File: src/rtl/matvec_pkg.sv
// rtl/matvec_pkg.sv - shared types and arithmetic helpers for matvec_stream (MATVEC_SAT_EN selects clamping)
package matvec_pkg;

  typedef enum logic [2:0] {S_IDLE, S_LD_M, S_LD_V, S_MAC, S_OUT} state_t;

  localparam int SAT_W = 64;

  function automatic int acc_width(input int k, input int iw);
    return 2 * iw + $clog2(k);
  endfunction

  // Caller keeps the low ow bits of the return value; acc is a sign-extended accumulator.
  function automatic logic signed [SAT_W-1:0] sat_or_wrap(input logic signed [SAT_W-1:0] acc,
                                                          input int ow);
`ifdef MATVEC_SAT_EN
    logic signed [SAT_W-1:0] hi;
    logic signed [SAT_W-1:0] lo;
    hi = (64'sd1 <<< (ow - 1)) - 64'sd1;
    lo = -(64'sd1 <<< (ow - 1));
    if (acc > hi) return hi;
    if (acc < lo) return lo;
    return acc;
`else
    return acc & ((64'sd1 <<< ow) - 64'sd1);
`endif
  endfunction

endpackage

File: src/rtl/matvec_mac.sv
// rtl/matvec_mac.sv - registered signed MAC with clear/enable and a saturating or wrapping output stage
module matvec_mac
  import matvec_pkg::*;
#(
  parameter int IW = 14,
  parameter int OW = 28,
  parameter int AW = 31
) (
  input  logic                 clk,
  input  logic                 reset,
  input  logic                 clr,
  input  logic                 en,
  input  logic                 load,
  input  logic signed [IW-1:0] a,
  input  logic signed [IW-1:0] b,
  output logic signed [OW-1:0] result
);

  logic signed [2*IW-1:0] prod;
  logic signed [AW-1:0]   acc;
  logic signed [AW-1:0]   next_acc;

  assign prod     = a * b;
  assign next_acc = acc + AW'(prod);

  // load captures the final sum including the current product, so clear may coincide with it
  always_ff @(posedge clk or posedge reset) begin
    if (reset) begin
      acc    <= '0;
      result <= '0;
    end else begin
      if (clr)
        acc <= '0;
      else if (en)
        acc <= next_acc;
      if (load)
        result <= OW'(sat_or_wrap(SAT_W'(next_acc), OW));
    end
  end

endmodule

File: src/rtl/matvec_stream.sv
// rtl/matvec_stream.sv - streaming signed KxK matrix-vector multiplier (optional MATVEC_SAT_EN output clamp)
module matvec_stream
  import matvec_pkg::*;
#(
  parameter int K  = 8,
  parameter int IW = 14,
  parameter int OW = 28
) (
  input  logic                 clk,
  input  logic                 reset,
  input  logic                 input_valid,
  output logic                 input_ready,
  input  logic signed [IW-1:0] input_data,
  input  logic                 new_matrix,
  output logic                 output_valid,
  input  logic                 output_ready,
  output logic signed [OW-1:0] output_data
);

  localparam int AW   = acc_width(K, IW);
  localparam int CW   = $clog2(K);
  localparam int IDXW = $clog2(K * K);

  state_t              state;
  logic [IDXW-1:0]     idx;
  logic [CW-1:0]       row;
  logic [CW-1:0]       col;
  logic signed [IW-1:0] mat [0:K*K-1];
  logic signed [IW-1:0] vec [0:K-1];

  logic accept;
  logic last_col;
  logic mac_clr;
  logic mac_en;
  logic signed [IW-1:0] m_word;
  logic signed [IW-1:0] x_word;

  assign accept   = input_valid && input_ready;
  assign last_col = (col == CW'(K - 1));
  assign mac_en   = (state == S_MAC);
  assign mac_clr  = (state == S_LD_V && accept && idx == IDXW'(K - 1)) || (mac_en && last_col);
  assign m_word   = mat[IDXW'(row) * IDXW'(K) + IDXW'(col)];
  assign x_word   = vec[col];

  always_ff @(posedge clk or posedge reset) begin
    if (reset) begin
      state        <= S_IDLE;
      idx          <= '0;
      row          <= '0;
      col          <= '0;
      input_ready  <= 1'b0;
      output_valid <= 1'b0;
      for (int i = 0; i < K * K; i++) mat[i] <= '0;
      for (int i = 0; i < K; i++) vec[i] <= '0;
    end else begin
      case (state)
        S_IDLE: begin
          input_ready <= 1'b1;
          if (accept) begin
            idx <= IDXW'(1);
            if (new_matrix) begin
              mat[0] <= input_data;
              state  <= S_LD_M;
            end else begin
              vec[0] <= input_data;
              state  <= S_LD_V;
            end
          end
        end
        S_LD_M: begin
          if (accept) begin
            mat[idx] <= input_data;
            if (idx == IDXW'(K * K - 1)) begin
              idx   <= '0;
              state <= S_LD_V;
            end else begin
              idx <= idx + 1'b1;
            end
          end
        end
        S_LD_V: begin
          if (accept) begin
            vec[idx[CW-1:0]] <= input_data;
            if (idx == IDXW'(K - 1)) begin
              idx         <= '0;
              row         <= '0;
              col         <= '0;
              input_ready <= 1'b0;
              state       <= S_MAC;
            end else begin
              idx <= idx + 1'b1;
            end
          end
        end
        S_MAC: begin
          if (last_col) begin
            col          <= '0;
            output_valid <= 1'b1;
            state        <= S_OUT;
          end else begin
            col <= col + 1'b1;
          end
        end
        S_OUT: begin
          // result and valid hold here until the sink takes them
          if (output_ready) begin
            output_valid <= 1'b0;
            if (row == CW'(K - 1)) begin
              row         <= '0;
              input_ready <= 1'b1;
              state       <= S_IDLE;
            end else begin
              row   <= row + 1'b1;
              state <= S_MAC;
            end
          end
        end
        default: state <= S_IDLE;
      endcase
    end
  end

  matvec_mac #(.IW(IW), .OW(OW), .AW(AW)) u_mac (
    .clk    (clk),
    .reset  (reset),
    .clr    (mac_clr),
    .en     (mac_en),
    .load   (mac_en && last_col),
    .a      (m_word),
    .b      (x_word),
    .result (output_data)
  );

endmodule

File: config.mk
export PLATFORM = sky130hd
export DESIGN_NAME = matvec_stream
export DESIGN_NICKNAME = d
export VERILOG_FILES = /design/src/rtl/matvec_pkg.sv /design/src/rtl/matvec_mac.sv /design/src/rtl/matvec_stream.sv
export SDC_FILE = /design/constraint.sdc
export NUM_CORES = 2
export LEC_CHECK = 0
export ABC_AREA = 1
export CELL_PAD_IN_SITES_DETAIL_PLACEMENT = 0
export CELL_PAD_IN_SITES_GLOBAL_PLACEMENT = 1
export CORE_ASPECT_RATIO = 0.8
export CORE_MARGIN = 4
export CORE_UTILIZATION = 30
export DETAILED_ROUTE_END_ITERATION = 16
export MAX_ROUTING_LAYER = met4
export PLACE_DENSITY = 0.6
export SLEW_MARGIN = 20
export SYNTH_ARGS = -nofsm -noshare
export SYNTH_HDL_FRONTEND = slang
export SYNTH_HIERARCHICAL = 1
export SYNTH_SLANG_ARGS = --single-unit
File: constraint.sdc
create_clock -name clk -period 41.5 [get_ports clk]
set_input_delay 8.3 -clock clk [delete_from_list [all_inputs] [get_ports clk]]
set_output_delay 8.3 -clock clk [all_outputs]
set_load 0.01 [all_outputs]
* Word-level counts from Yosys, hierarchy flattened
Index checks and enable logic that the tools add are counted. Widths: inputs -> output; s select.
Storage, ports and cells: register bits 1084, bits in latches 0, output and inout port bits 30, input bits 19, memories kept 0, word-level logic and storage cells 193, ROM bits 0, RAM bits 0
Cells by class: multiply operators 1, shift operators 0, equality and inequality tests 18, magnitude comparators 6, reduce and logical (&&, ||, !) cells 26, bitwise logic cells 4, divide/modulo/power cells 0, multiplexer cells 53, $add $sub $neg 5
Operators by type and width (count):
- $bwmux 896 | 1
- $mux 896 | 1
- $mux 14 | 10
- $bwmux 112 | 1
- $mux 112 | 1
- $bmux 14 s6 | 1
- $demux 14 s6 | 1
- $mux 31 | 2
- $pmux 14 s2 | 2
- $bmux 14 s3 | 1
- $demux 14 s3 | 1
- $mux 3 | 12
- $add 31x28->31 | 1
- $mux 6 | 5
- $mul 14x14->28 | 1
- $ne 2x2->1 const B | 9
- $pmux 6 s3 | 1
- $reduce_and 4->1 | 4
- $pmux 3 s5 | 1
- $ge 7x7->1 const B | 2
- $not 6->7 | 2
- $pmux 3 s2 | 2
- $reduce_bool 2->1 | 6
- $eq 3x3->1 const B | 3
- 24 further kinds | 42

* Logic depth before layout (Yosys ltp)
word-level depth 9, depth in mapped cells 41, mapped depth without buffers 37

* Cells and area by module
Netlist, hierarchy kept.
Modules (own cells, without submodules):
- matvec_stream | cells an instance 5853, times used 1, sequential area each 25649.6 um2, area an instance 47002.6 um2
- matvec_mac | cells an instance 1434, times used 1, sequential area each 1401.3 um2, area an instance 11417.2 um2

* Least setup slack after synthesis
OpenSTA, ideal clock, no wires.
kind input -> register, start input input_valid, end register u_mac.acc[13], arrival time 9.558 ns, stages on the path 8, slack 31.809 ns, required time 41.368 ns, buffers on the path 1, library setup time 0.132 ns, cells stage by stage nand2_1 -> inv_1 -> nand2_1 -> o21ai_0 -> nor2_1 -> inv_1 -> clkbuf_1 -> o22ai_1
On the way: word-level cells in the longest chain between the ends 5, elaborated cells between the ends (all ways) 6, those cells by class mux (1); reduce/logical (5)
RTL lines:
- start: declaration | line matvec_stream.sv:11 | input logic input_valid,
- $logic_and 1x1->1 (*) | line matvec_stream.sv:38 | assign accept = input_valid && input_ready;
- $logic_and 1x1->1 (*) (2 in a row) | line matvec_stream.sv:41 | assign mac_clr = (state == S_LD_V && accept && idx == IDXW'(K - 1)) || (mac_en && last_col);
- $logic_or 1x1->1 (*) | line matvec_stream.sv:41
- via mac_clr | line matvec_stream.sv:33 | logic mac_clr;
- $mux 31 or $reduce_bool 2->1 (tied branches)
- end signal: assignment | line matvec_mac.sv:35 | acc <= next_acc;
- end: declaration | line matvec_mac.sv:20 | logic signed [AW-1:0] acc;
The timed path passes the listed nets; every way through them passes the cells marked *. A chain may end at the register's enable or synchronous reset.

==> run metrics <==
core area 193,000 um^2; met2 Use GR 27.4%; Die Ht 403 um; RSZ-0062 raised after global routing no; Clock Sinks 1,081; total number of vias 47,600; CTS HTree Levels 3; max-slew violations 0; critical path type in2async; layout cell share with drive strength beyond 1 5.92%; TNS Setup 0 ps; crit path launch type input port; Synth async-reset ratio 100%; Compound-Gate Fraction of Synth Area 10.7%; Num CTS Buffers 119; fraction of the mapped netlist area in adder cells 9.74%; Post-DP HPWL 121,000 um; worst min-delay path class reg2reg; vias in the first global route 46,200; max-cap violation count 0; die width 501 um; nets 7,365; skew final 37.0 ps; Slowest cell on crit path buf_4; clock latency at the later pin of the worst-skew pair 780 ps; largest family of logic cells by synthesized area simple AND/OR/NAND/NOR gates; met3 usage in global routing 3.91%; syn_nets 7,623; Final ANT Viol Nets 0; port bufs 48; Initial DRT Pass Iterations 6; DRT iter0 DRCs 4,237; CP delay by family, top buffers and inverters; setup bufs post-CTS 0; grt met1 use 29.7%; EDFF count, synth 0; Via density 4.91; num ports 49; most frequent cells in the layout nand2_1 (2,540), dfrtp_1 (1,077), o21ai_0 (913), nand3_1 (827), inv_1 (482); commonest non-fill, non-tap cell in the layout nand2_1; first-pass GRT wire length 302,000 um; Post-Synthesis Cells 7,287; area grow syn2layout 10.8%; fill count 20,700; minimum clock period 11,710 ps; Die ar. 202,000 um^2; Slew @ Worst Pin 1150 ps; Tot GR Track Use 20.0%; Placer Congestion 0.897; Worst Path Required 42,360 ps; mux contribution to synthesized area 0%; Post-Syn Area 58,400 um^2; Yosys cell types 47; Reg clk slew, reported paths 60 ps; hold_buf cts 0; row count 144; slew margin rel. 23.1%; CP endpoint kind asynchronous set/reset pin; yosys warns 6; CP peak stage delay 790 ps; outcome finished, final reports clean; Seq cells post-synth 1,081; sequential area share after synthesis 46.3%; Final Setup Violations 0; global routing's busiest layer met1; CP Cell Sequence clkdlybuf4s50_1 -> inv_8 -> buf_12 -> buf_4 -> buf_6 -> buf_4; crit-path max FO 162; CTS tree built; grt ovf 0; Synth Area in Simple Gates 26.2%; Initial Util 30.2%; CP bufs+invs 6; arrival time worst endpoint 12,570 ps; post_cts resized 0; initial antenna violation count 6; period utilisation layout 28.2%; largest net degree at the start of global routing 168; Top FF cell, synth dfrtp_1; most frequent CP cell buf_4; xor/xnor share of the synthesized area 0.180%; Synth Area per Inst 8.02 um^2; CTS root buf clkbuf_16; FMAX 85.4 MHz; worst-case clock buffer depth 3; number of remaining DRC errors 0; Routed WL 196,000 um; Final Hold Fails 0; wire per inst 20.2 um
[synth_stat cells (4+ instances only)]
library cell	count	share of area [%]
nand2_4	8	0.15
xor2_1	4	0.060
clkbuf_1	372	2.4
a31oi_1	14	0.15
buf_2	72	0.62
nor2_4	7	0.13
or2_1	4	0.043
nor2_2	10	0.11
nand3_2	11	0.19
xnor2_1	8	0.12
nand2_2	47	0.50
nor2_1	149	0.96
a21oi_1	48	0.41
dfrtp_1	1081	46
buf_6	14	0.27
buf_1	37	0.24
o21ai_1	186	1.6
inv_2	11	0.071
o21ai_0	913	7.8
nand3_1	827	7.1
o22ai_1	19	0.20
inv_1	500	3.2
nand4_1	10	0.11
nor3_1	4	0.034
buf_4	4	0.051
nor3_4	6	0.17
nor2_8	4	0.14
fa_1	230	7.9
ha_1	87	1.9
nand2_1	2541	16
nand3b_1	10	0.13
o21ai_2	21	0.31
[area by class of cell]
type / instances / area, um^2 / share of cell area (%)
Inverter: 515 / 1980 / 3.06
Clock inverter: 34 / 402 / 0.621
Multi-Input combinational cell: 5189 / 27400 / 42.3
Timing Repair Buffer: 123 / 1150 / 1.77
Antenna cell: 5 / 12.5 / 0.0193
Sequential cell: 1081 / 27100 / 41.8
Tap cell: 2555 / 3200 / 4.94
Clock buffer: 183 / 3530 / 5.45
[worst min-delay path, cell delays in order (launching register included)]
cell and delay, ps:
dfrtp_1 330, nand2_1 50, o21ai_0 60
[stage by stage]
| step | utilization (%) | hold WS [ps] | std cells | setup slack [ps] | instance area, um^2 |
|---|---|---|---|---|---|
| finish | 33.5 | 478 | 9685 | 29790 | 64700 |
| global route | 33.5 | 497 | 9681 | 29220 | 64700 |
| CTS | 33.5 | 483 | 9679 | 29400 | 64700 |
| detailed placement | 31.4 | 466 | 9462 | 28530 | 60700 |
| global placement | 31.4 | 459 | 9462 | 28570 | 60700 |
| floorplan | - | 448 | 7287 | 4360 | 58400 |
[worst paths after layout]
path | from | to | slack (ps) | cells after the start
worst min-delay path | vec[68] | vec[68] | 480 | 2
min in group asynchronous | reset | vec[15] | 8180 | 2
max in group clk | col[0] | u_mac/acc[20] | 30780 | 32
worst min register to register | vec[68] | vec[68] | 480 | 2
worst max register to register | col[0] | u_mac/acc[20] | 30780 | 32
worst max-delay path | reset | mat[874] | 29790 | 6
[kinds of logic after synthesis]
group / Yosys count
AO/OA/AOI/OAI: 1213
AND/OR/NAND/NOR: 3647
XOR/XNOR: 12
adder cells (fa/ha/maj): 317
buffers and inverters: 1017
flip-flops: 1081
[layer usage]
metal | wire length, um | vias to the layer above
met4 | 5620 | 0
met5 | 0 | -
met1 | 97600 | 23400
li1 | - | 22800
met3 | 12700 | 238
met2 | 79900 | 1079
[flip-flops by register name, indices dropped and copies added (netlist names)]
register and flops:
output_valid 1, mat 896, col 3, row 3, vec 112, state 3, u_mac/result 28, u_mac/acc 28
input_ready 1, idx 6
Power is left out: the tool's default activity adds up to more than one toggle a clock period on the data nets, which glitch-free logic cannot reach.
